==> src/rtl/ysyx_2022040010_wb_pkg.sv <==
// Shared types and sizing constants for the write-back arbiter.
// The entry layout is sized by WB_DATA_W / WB_ADDR_W. The arbiter's
// DATA_W / ADDR_W parameters default to these values.
package ysyx_2022040010_wb_pkg;

   localparam int WB_DATA_W       = 64;
   localparam int WB_ADDR_W       = 5;
   localparam int WB_FIFO_DEPTH   = 2;
   localparam int WB_STARVE_LIMIT = 8;
   localparam int WB_STALL_W      = 6;

   typedef struct packed {
      logic                 valid;
      logic [WB_ADDR_W-1:0] waddr;
      logic [WB_DATA_W-1:0] wdata;
   } wb_entry_t;

endpackage

==> src/rtl/ysyx_2022040010_wb_fifo.sv <==
// Two-entry queue of long-latency results waiting for a register file slot.
// An occupied entry can be invalidated in place by a younger write to the
// same register. It then stays queued until the arbiter drops it.
// With YSYX_WB_STATS_EN defined, the queue also reports how many entries
// one invalidate hit.
module ysyx_2022040010_wb_fifo
   import ysyx_2022040010_wb_pkg::*;
(
   input  logic                 clk,
   input  logic                 rst,
   input  logic                 push,
   input  logic [WB_ADDR_W-1:0] push_waddr,
   input  logic [WB_DATA_W-1:0] push_wdata,
   input  logic                 pop,
   input  logic                 inv,
   input  logic [WB_ADDR_W-1:0] inv_addr,
   output logic                 empty,
   output logic                 full,
   output logic                 head_valid,
   output logic                 head_hit,
   output logic [WB_ADDR_W-1:0] head_waddr,
   output logic [WB_DATA_W-1:0] head_wdata
`ifdef YSYX_WB_STATS_EN
   ,
   output logic [1:0]           inv_cnt
`endif
);

   wb_entry_t                mem [WB_FIFO_DEPTH];
   wb_entry_t                head;
   logic                     rd_ptr;
   logic                     wr_ptr;
   logic [1:0]               cnt;
   logic [WB_FIFO_DEPTH-1:0] occ;
   logic [WB_FIFO_DEPTH-1:0] hit;
   logic                     do_push;
   logic                     do_pop;

   assign empty      = (cnt == 2'd0);
   assign full       = (cnt == 2'd2);
   assign head       = mem[rd_ptr];
   assign head_valid = !empty && head.valid;
   assign head_waddr = head.waddr;
   assign head_wdata = head.wdata;
   assign head_hit   = hit[rd_ptr];
   assign do_pop     = pop && !empty;
   // A full queue still accepts a push when the head leaves in the same cycle.
   assign do_push    = push && (!full || do_pop);

`ifdef YSYX_WB_STATS_EN
   assign inv_cnt = {1'b0, hit[0]} + {1'b0, hit[1]};
`endif

   // Mark live slots and the live, still-valid ones an invalidate would hit.
   always_comb begin
      for (int i = 0; i < WB_FIFO_DEPTH; i++) begin
         occ[i] = full || (!empty && (rd_ptr == 1'(i)));
         hit[i] = inv && occ[i] && mem[i].valid && (mem[i].waddr == inv_addr);
      end
   end

   // Apply invalidates, push, pop and the occupancy update. Pointers wrap mod 2.
   always_ff @(posedge clk or posedge rst) begin
      if (rst) begin
         for (int i = 0; i < WB_FIFO_DEPTH; i++) begin
            mem[i] <= '0;
         end
         rd_ptr <= 1'b0;
         wr_ptr <= 1'b0;
         cnt    <= 2'd0;
      end else begin
         for (int i = 0; i < WB_FIFO_DEPTH; i++) begin
            if (hit[i]) begin
               mem[i].valid <= 1'b0;
            end
         end
         if (do_push) begin
            mem[wr_ptr] <= '{valid: 1'b1, waddr: push_waddr, wdata: push_wdata};
            wr_ptr      <= ~wr_ptr;
         end
         if (do_pop) begin
            rd_ptr <= ~rd_ptr;
         end
         cnt <= cnt + {1'b0, do_push} - {1'b0, do_pop};
      end
   end

endmodule

==> src/rtl/ysyx_2022040010_wb_arb.sv <==
// Write-back arbiter. It merges MEM-stage results with long-latency unit
// results onto the single register file write port.
// MEM writes win. LU results bypass when nothing is queued, and otherwise
// wait in a squashable 2-entry queue. A head that waits too long raises
// stallreq so that it can drain.
// Optional build macro YSYX_WB_STATS_EN adds the cnt_squash and cnt_starve
// counters.
module ysyx_2022040010_wb_arb
   import ysyx_2022040010_wb_pkg::*;
#(
   parameter int DATA_W       = WB_DATA_W,
   parameter int ADDR_W       = WB_ADDR_W,
   parameter int STARVE_LIMIT = WB_STARVE_LIMIT
) (
   input  logic                  clk,
   input  logic                  rst,
   input  logic [WB_STALL_W-1:0] stall,
   input  logic                  mem_we,
   input  logic [ADDR_W-1:0]     mem_waddr,
   input  logic [DATA_W-1:0]     mem_wdata,
   input  logic                  lu_valid,
   output logic                  lu_ready,
   input  logic [ADDR_W-1:0]     lu_waddr,
   input  logic [DATA_W-1:0]     lu_wdata,
   output logic                  we,
   output logic [ADDR_W-1:0]     waddr,
   output logic [DATA_W-1:0]     wdata,
   output logic                  stallreq
`ifdef YSYX_WB_STATS_EN
   ,
   output logic [31:0]           cnt_squash,
   output logic [31:0]           cnt_starve
`endif
);

   localparam int SW = $clog2(STARVE_LIMIT + 1);

   logic              run;
   logic              mem_hit;
   logic              lu_xfer;
   logic              sel_mem;
   logic              sel_pop;
   logic              sel_byp;
   logic              lu_squash;
   logic              fifo_push;
   logic              fifo_pop;
   logic              empty;
   logic              full;
   logic              head_valid;
   logic              head_hit;
   logic [ADDR_W-1:0] head_waddr;
   logic [DATA_W-1:0] head_wdata;
   logic [SW-1:0]     starve_cnt;
   logic              unused_stall;

   // Only bit 3 of the stall bus concerns this stage.
   assign unused_stall = ^{stall[5:4], stall[2:0]};

   assign run      = !stall[3];
   assign mem_hit  = mem_we && (mem_waddr != '0);
   assign lu_ready = !full && !rst;
   assign lu_xfer  = lu_valid && lu_ready;

   // Priority: MEM capture, then a valid queue head, then the LU bypass.
   assign sel_mem   = run && mem_hit;
   assign sel_pop   = run && !mem_hit && head_valid;
   assign sel_byp   = run && !mem_hit && empty && lu_valid;
   // The LU result is older than a MEM write to the same register, so it dies.
   assign lu_squash = sel_mem && lu_xfer && (lu_waddr == mem_waddr);
   assign fifo_push = lu_xfer && !sel_byp && !lu_squash && (lu_waddr != '0);
   // An invalidated head leaves on any running cycle without using the port.
   assign fifo_pop  = run && !empty && (sel_pop || !head_valid);

`ifdef YSYX_WB_STATS_EN
   logic [1:0]  inv_cnt;
   logic [1:0]  sq_cnt;
   logic [32:0] sq_sum;
`endif

   ysyx_2022040010_wb_fifo u_fifo (
      .clk        (clk),
      .rst        (rst),
      .push       (fifo_push),
      .push_waddr (lu_waddr),
      .push_wdata (lu_wdata),
      .pop        (fifo_pop),
      .inv        (sel_mem),
      .inv_addr   (mem_waddr),
      .empty      (empty),
      .full       (full),
      .head_valid (head_valid),
      .head_hit   (head_hit),
      .head_waddr (head_waddr),
      .head_wdata (head_wdata)
`ifdef YSYX_WB_STATS_EN
      ,
      .inv_cnt    (inv_cnt)
`endif
   );

   // Register the selected write. While stalled, everything holds.
   always_ff @(posedge clk or posedge rst) begin
      if (rst) begin
         we    <= 1'b0;
         waddr <= '0;
         wdata <= '0;
      end else if (run) begin
         if (sel_mem) begin
            we    <= 1'b1;
            waddr <= mem_waddr;
            wdata <= mem_wdata;
         end else if (sel_pop) begin
            we    <= 1'b1;
            waddr <= head_waddr;
            wdata <= head_wdata;
         end else if (sel_byp) begin
            we    <= (lu_waddr != '0);
            waddr <= lu_waddr;
            wdata <= lu_wdata;
         end else begin
            we <= 1'b0;
         end
      end
   end

   // Count the running cycles that a valid head is passed over.
   always_ff @(posedge clk or posedge rst) begin
      if (rst) begin
         starve_cnt <= '0;
      end else if (run) begin
         if (empty || fifo_pop || head_hit) begin
            starve_cnt <= '0;
         end else if (head_valid && (starve_cnt != SW'(STARVE_LIMIT))) begin
            starve_cnt <= starve_cnt + SW'(1);
         end
      end
   end

   assign stallreq = (starve_cnt >= SW'(STARVE_LIMIT));

`ifdef YSYX_WB_STATS_EN
   assign sq_cnt = inv_cnt + {1'b0, lu_squash};
   assign sq_sum = {1'b0, cnt_squash} + {31'b0, sq_cnt};

   // Saturating event counters for squashes and starvation cycles.
   always_ff @(posedge clk or posedge rst) begin
      if (rst) begin
         cnt_squash <= '0;
         cnt_starve <= '0;
      end else begin
         cnt_squash <= sq_sum[32] ? '1 : sq_sum[31:0];
         if (stallreq && (cnt_starve != '1)) begin
            cnt_starve <= cnt_starve + 32'd1;
         end
      end
   end
`endif

endmodule

==> config.mk <==
export PLATFORM = sky130hd
export DESIGN_NAME = ysyx_2022040010_wb_arb
export DESIGN_NICKNAME = d
export VERILOG_FILES = /design/src/rtl/ysyx_2022040010_wb_pkg.sv /design/src/rtl/ysyx_2022040010_wb_fifo.sv /design/src/rtl/ysyx_2022040010_wb_arb.sv
export SDC_FILE = /design/constraint.sdc
export NUM_CORES = 1
export LEC_CHECK = 0
export CELL_PAD_IN_SITES_DETAIL_PLACEMENT = 0
export CELL_PAD_IN_SITES_GLOBAL_PLACEMENT = 1
export CORE_MARGIN = 2
export CORE_UTILIZATION = 41
export DETAILED_ROUTE_END_ITERATION = 10
export PLACE_DENSITY_LB_ADDON = 0.25
export SLEW_MARGIN = 10
export SYNTH_ARGS = -nofsm -noshare
export SYNTH_HDL_FRONTEND = slang
export SYNTH_HIERARCHICAL = 1
export SYNTH_SLANG_ARGS = --single-unit
==> constraint.sdc <==
create_clock -name clk -period 6.4 [get_ports clk]
set_clock_uncertainty 0.05 [all_clocks]
set_input_delay 1.6 -clock clk [delete_from_list [all_inputs] [get_ports clk]]
set_output_delay 1.6 -clock clk [all_outputs]
set_load 0.02 [all_outputs]
=== Word level (Yosys, flattened, before mapping) ===
Cells that the tools add are included.

* Reductions and logical operators: 49
* Magnitude comparators: 5
* Equal/unequal tests: 5
* Bitwise logic cells: 5
* Add/subtract/negate cells: 3
* Multiplexer cells: 22

{| class="wikitable"
|+ Operators with widths
! kind !! count
|-
| $mux 70 || 4
|-
| $mux 64 || 3
|-
| $bwmux 140 || 1
|-
| $mux 140 || 1
|-
| $demux 70 s1 || 1
|-
| $logic_and 1x1->1 || 28
|-
| $eq 5x5->1 || 3
|-
| $mux 5 || 3
|-
| $reduce_bool 5->1 || 2
|-
| $logic_not 1->1 || 8
|-
| $mux 4 || 2
|-
| $mux 1 || 7
|-
| $logic_or 1x1->1 || 6
|-
| $add 4x1->4 const B || 1
|-
| $ge 2x2->1 const B || 2
|-
| $ge 4x4->1 const B || 1
|-
| $ne 4x4->1 const B || 1
|-
| $not 1->2 || 2
|-
| $reduce_and 2->1 || 2
|-
| $not 1->1 || 3
|-
| $reduce_bool 3->1 || 1
|-
| $add 2x1->2 || 1
|-
| $eq 2x2->1 const B || 1
|-
| $logic_not 2->1 || 1
|-
| other kinds (4) || 4
|}

* Flip-flop bits (word level): 218
* Input port bits: 148
* Word-level logic and storage cells: 102

=== Logic depth before layout (Yosys ltp) ===
* Depth after elaboration: 13
* Gate-level depth with buffers: 13
* Depth with buffers taken out: 10

=== By module ===
The synthesis kept the hierarchy.

{| class="wikitable"
|+ Modules (own cells, without submodules)
! module !! area an instance (um2) !! seq. area each (um2) !! times used !! cells each
|-
| ysyx_2022040010_wb_fifo || 6732.7 || 3603.5 || 1 || 415
|-
| ysyx_2022040010_wb_arb || 4027.6 || 1851.8 || 1 || 448
|}

=== Worst setup path after synthesis ===
Ideal clock, no wire load.

* Kind: input to register
* From: in mem_waddr[0]
* To: reg with a tool-made name
* Slack: 2.115 ns
* Path buffers: 3
* Stages on the path: 10
* Arrival: 4.110 ns
* Path through: or3_4 o21ai_1 buf_4 buf_4 nor3_1 a311oi_1 o21ai_4 nor2_8 buf_6 mux2_4

{| class="wikitable"
|+ RTL lines
! what !! line !! RTL
|-
| start, declared || ysyx_2022040010_wb_arb.sv:19 || <nowiki>input logic [ADDR_W-1:0] mem_waddr,</nowiki>
|}

=== Worst setup path in the final report ===
* From: in rst
* To: out lu_ready

* Longest elaborated chain between the ends: 2

{| class="wikitable"
|+ Ends and longest elaborated chain
! what !! line !! RTL
|-
| start, declared || ysyx_2022040010_wb_arb.sv:16 || <nowiki>input logic rst,</nowiki>
|-
| $logic_not 1->1 (no line) || - ||
|-
| $logic_and 1x1->1 || ysyx_2022040010_wb_arb.sv:61 || <nowiki>assign lu_ready = !full && !rst;</nowiki>
|-
| end, declared || ysyx_2022040010_wb_arb.sv:22 || <nowiki>output logic lu_ready,</nowiki>
|}

Every way passes these cells.

==> flow_metrics.py <==
metrics = {
    "cts": {
        "post_cts_buffers": 0,
        "hold_buffers": 0,
        "cts_root_buf": "clkbuf_16",
        "cts_num_sinks": 218,
        "cts_tree": "built",
        "cts_buffers": 26,
        "clkSlewWorstSetupHoldPaths_ns": 0.06,
        "clk-insertion-delay-late_ns": 0.53,
        "post_cts_resized": 0,
        "clockBufferDepth": 3,
        "htree_num_levels": 1,
    },
    "final_layout": {
        "final_common_cell": "dfrtp_1",
        "layout.cells.non_filler": 1408,
        "drive_gt1_share_pct": 27.7,
        "syn_to_final_growth_pct": 29.1,
        "nets": 1205,
        "antenna_cells": 0,
        "final_cell_mix": "217 x dfrtp_1, 214 x clkdlybuf4s50_1, 139 x mux2_2, 76 x nand2_1",
    },
    "pwr": {
        "p_switching_uw": 2160,
        "switching_share_pct": 32.8,
        "internal_power_uw": 4440,
        "ir_worst_vdd_v": 0.000221,
        "p_per_area_nw_per_um2": 475,
        "power.share.clock_pct": 21.5,
        "comb_power_share_pct": 41.6,
        "p_leak_uw": 0.00582,
        "power.share.sequential_pct": 36.8,
    },
    "worst_setup_path": {
        "max_stage_delay_ns": 0.68,
        "crit_path_top_delay_cell": "clkdlybuf4s50_1",
        "cpLargestDelayFamily": "buffers and inverters",
        "cp.required_ns": 4.75,
        "worst-path-buf-inv": 2,
        "worst_setup_path_start_kind": "primary input",
        "crit_arrival_ns": 3.00,
        "critPathMostFrequentCell": "clkdlybuf4s50_1",
        "path_max_fanout": 3,
        "crit_chain": "clkdlybuf4s50_1 > nor2_1 > clkdlybuf4s50_1",
        "end_kind": "output pin",
        "crit_type": "primary input to output pin",
    },
    "die": {
        "start_util_pct": 41.5,
        "placementRows": 59,
        "dieArea_um2": 27600,
        "die_height_um": 166,
        "die_w_um": 166,
        "core-area_um2": 25900,
        "boundaryPins": 220,
    },
    "detailed_routing": {
        "drtPass1Iterations": 5,
        "num_vias": 7502,
        "drcViolationCount": 0,
        "wl_per_cell_um": 19.1,
        "routed_wirelength_mm": 26.8,
        "viasPerCell": 5.33,
        "drt_iter0_markers": 443,
        "ant_nets": 0,
    },
    "yosys": {
        "postSynthCellCount": 863,
        "synth.distinct_cells": 52,
        "syn_nets": 1014,
        "synth-main-ff-cell": "dfrtp_1",
        "yosys_register_bits": 218,
        "yosys.area.top_type": "dfrtp_1",
        "synth_top_area_share_pct": 50.7,
        "netlist_top_cells_area": "dfrtp_1 51%, mux2_2 15%, mux2_4 9.6%",
        "ys_warn_count": 6,
        "synthArstFlopShare_pct": 100,
        "syn_area_um2": 10800,
        "yosysSeqAreaShare_pct": 50.7,
        "synth_edf_count": 0,
        "avgSynthCellArea_um2": 12.5,
    },
    "placement": {
        "dpl.cell_count": 1361,
        "portBuffers": 214,
        "dp_hpwl_mm": 16.5,
        "gp_congestion": 0.739,
    },
    "timing": {
        "final.min_clock_period_ns": 4.65,
        "hold_viol": 0,
        "fmax_mhz": 215,
        "max_slew_margin_pct": 25.4,
        "rsz0062_at_grt": "false",
        "slew_violations": 0,
        "finalSetupViolCount": 0,
        "setup-tns-final_ns": 0,
        "tightestPinTransition_ns": 1.12,
        "fin_crit_sh_pct": 72.6,
    },
    "global_route": {
        "track_usage_pct": 19.2,
        "grt_max_degree": 107,
        "antenna_found_initial": 0,
        "grt_pass1_vias": 7893,
        "grt_pass1_wl_mm": 43.2,
        "grt_remaining_overflow": 0,
    },
    "outcome": {
        "outcome": "finished clean",
    },
    "min_path": {
        "hold_class": "flop to flop",
    },
    "flow_run": {
        "maxCapViolCount": 0,
    },
}
metrics by stage:
| stage | area [µm²] | utilization (%) | setup WS (ns) | hold WS (ns) | power, µW |
|---|---|---|---|---|---|
| CTS | 13900 | 53.6 | 1.75 | 0.429 | 6680 |
| global route | 13900 | 53.6 | 1.70 | 0.444 | 7000 |
| detailed placement | 13100 | 50.4 | 1.40 | 0.416 | 5210 |
| floorplan | 10800 | - | 0.884 | 0.422 | 4350 |
| finish | 13900 | 53.6 | 1.75 | 0.423 | 6600 |
| global placement | 13100 | 50.4 | 1.47 | 0.409 | 5160 |
power groups by stage:
stage | clock network, µW | logic [µW] | registers (µW)
floorplan | 0 | 1770 | 2580
global placement | 0 | 2740 | 2420
detailed placement | 0 | 2780 | 2440
CTS | 1460 | 2780 | 2430
global route | 1520 | 2960 | 2520
finish | 1420 | 2750 | 2430
Yosys cell counts, types with 2 or more instances:
| cell type | count |
|---|---|
| a211o_1 | 2 |
| a21oi_1 | 3 |
| a311oi_1 | 2 |
| buf_2 | 13 |
| buf_4 | 9 |
| buf_6 | 17 |
| clkbuf_1 | 22 |
| dfrtp_1 | 218 |
| ha_1 | 3 |
| inv_1 | 6 |
| mux2_2 | 139 |
| mux2_4 | 69 |
| mux2i_1 | 3 |
| nand2_1 | 76 |
| nand2b_4 | 2 |
| nand3_1 | 8 |
| nand4_1 | 2 |
| nor2_1 | 66 |
| nor2_2 | 9 |
| nor3_1 | 2 |
| o211ai_1 | 3 |
| o21ai_0 | 4 |
| o21ai_1 | 2 |
| o22ai_1 | 59 |
| o22ai_2 | 9 |
| o31ai_1 | 69 |
| or2_2 | 2 |
| or4_1 | 3 |
| xnor2_1 | 17 |
| xor2_1 | 2 |
path summary, 6_finish.rpt:
check / cells past startpoint / to / slack, ns / start
max: 3 / lu_ready / 1.75 / rst
min: 2 / wdata[27] / 0.42 / wdata[27]
max reg2reg: 8 / flop / 2.71 / u_fifo/rd_ptr
min reg2reg: 2 / wdata[27] / 0.42 / wdata[27]
max in group asynchronous: 3 / async pin / 3.57 / rst
min in group asynchronous: 2 / u_fifo/rd_ptr / 1.67 / rst
worst register-to-register path, stage by stage, from the launching register on:
cell and delay, ns:
dfrtp_4 0.60, mux2i_1 0.16, nor2_1 0.55, o311ai_0 0.36, nand3_1 0.18, nor2_1 0.14
o211ai_4 0.71, buf_12 0.36, mux2_2 0.45
area by class of cell:
cell class              instances  area (µm²)
multi-input cells             576        4890
well taps                     335         419
repair buffers                226        2260
clock buffers                  39         779
clock inverters                 8        57.6
inverters                       6        28.8
fillers                      2221       12000
flip-flops and latches        218        5460
routing by layer:
metal	share of wire, %	vias up	GRT usage, %
met5	0	-	0
met4	2.2	0	5.26
met3	4.7	38	3.50
met2	46	188	30.6
met1	47	3762	27.0
li1	-	3514	-
kinds of logic (layout without fill, tap and decap cells):
group	after synthesis	count (layout)	synth area share [%]
multiplexers	211	211	24.5
adder cells (fa/ha/maj)	3	3	0.349
flip-flops	218	218	50.7
buffers and inverters	69	279	4.16
AND/OR/NAND/NOR	181	181	7.62
XOR/XNOR	19	19	1.55
AO/OA/AOI/OAI	162	162	11.2
(Power assumes the default switching activity.)
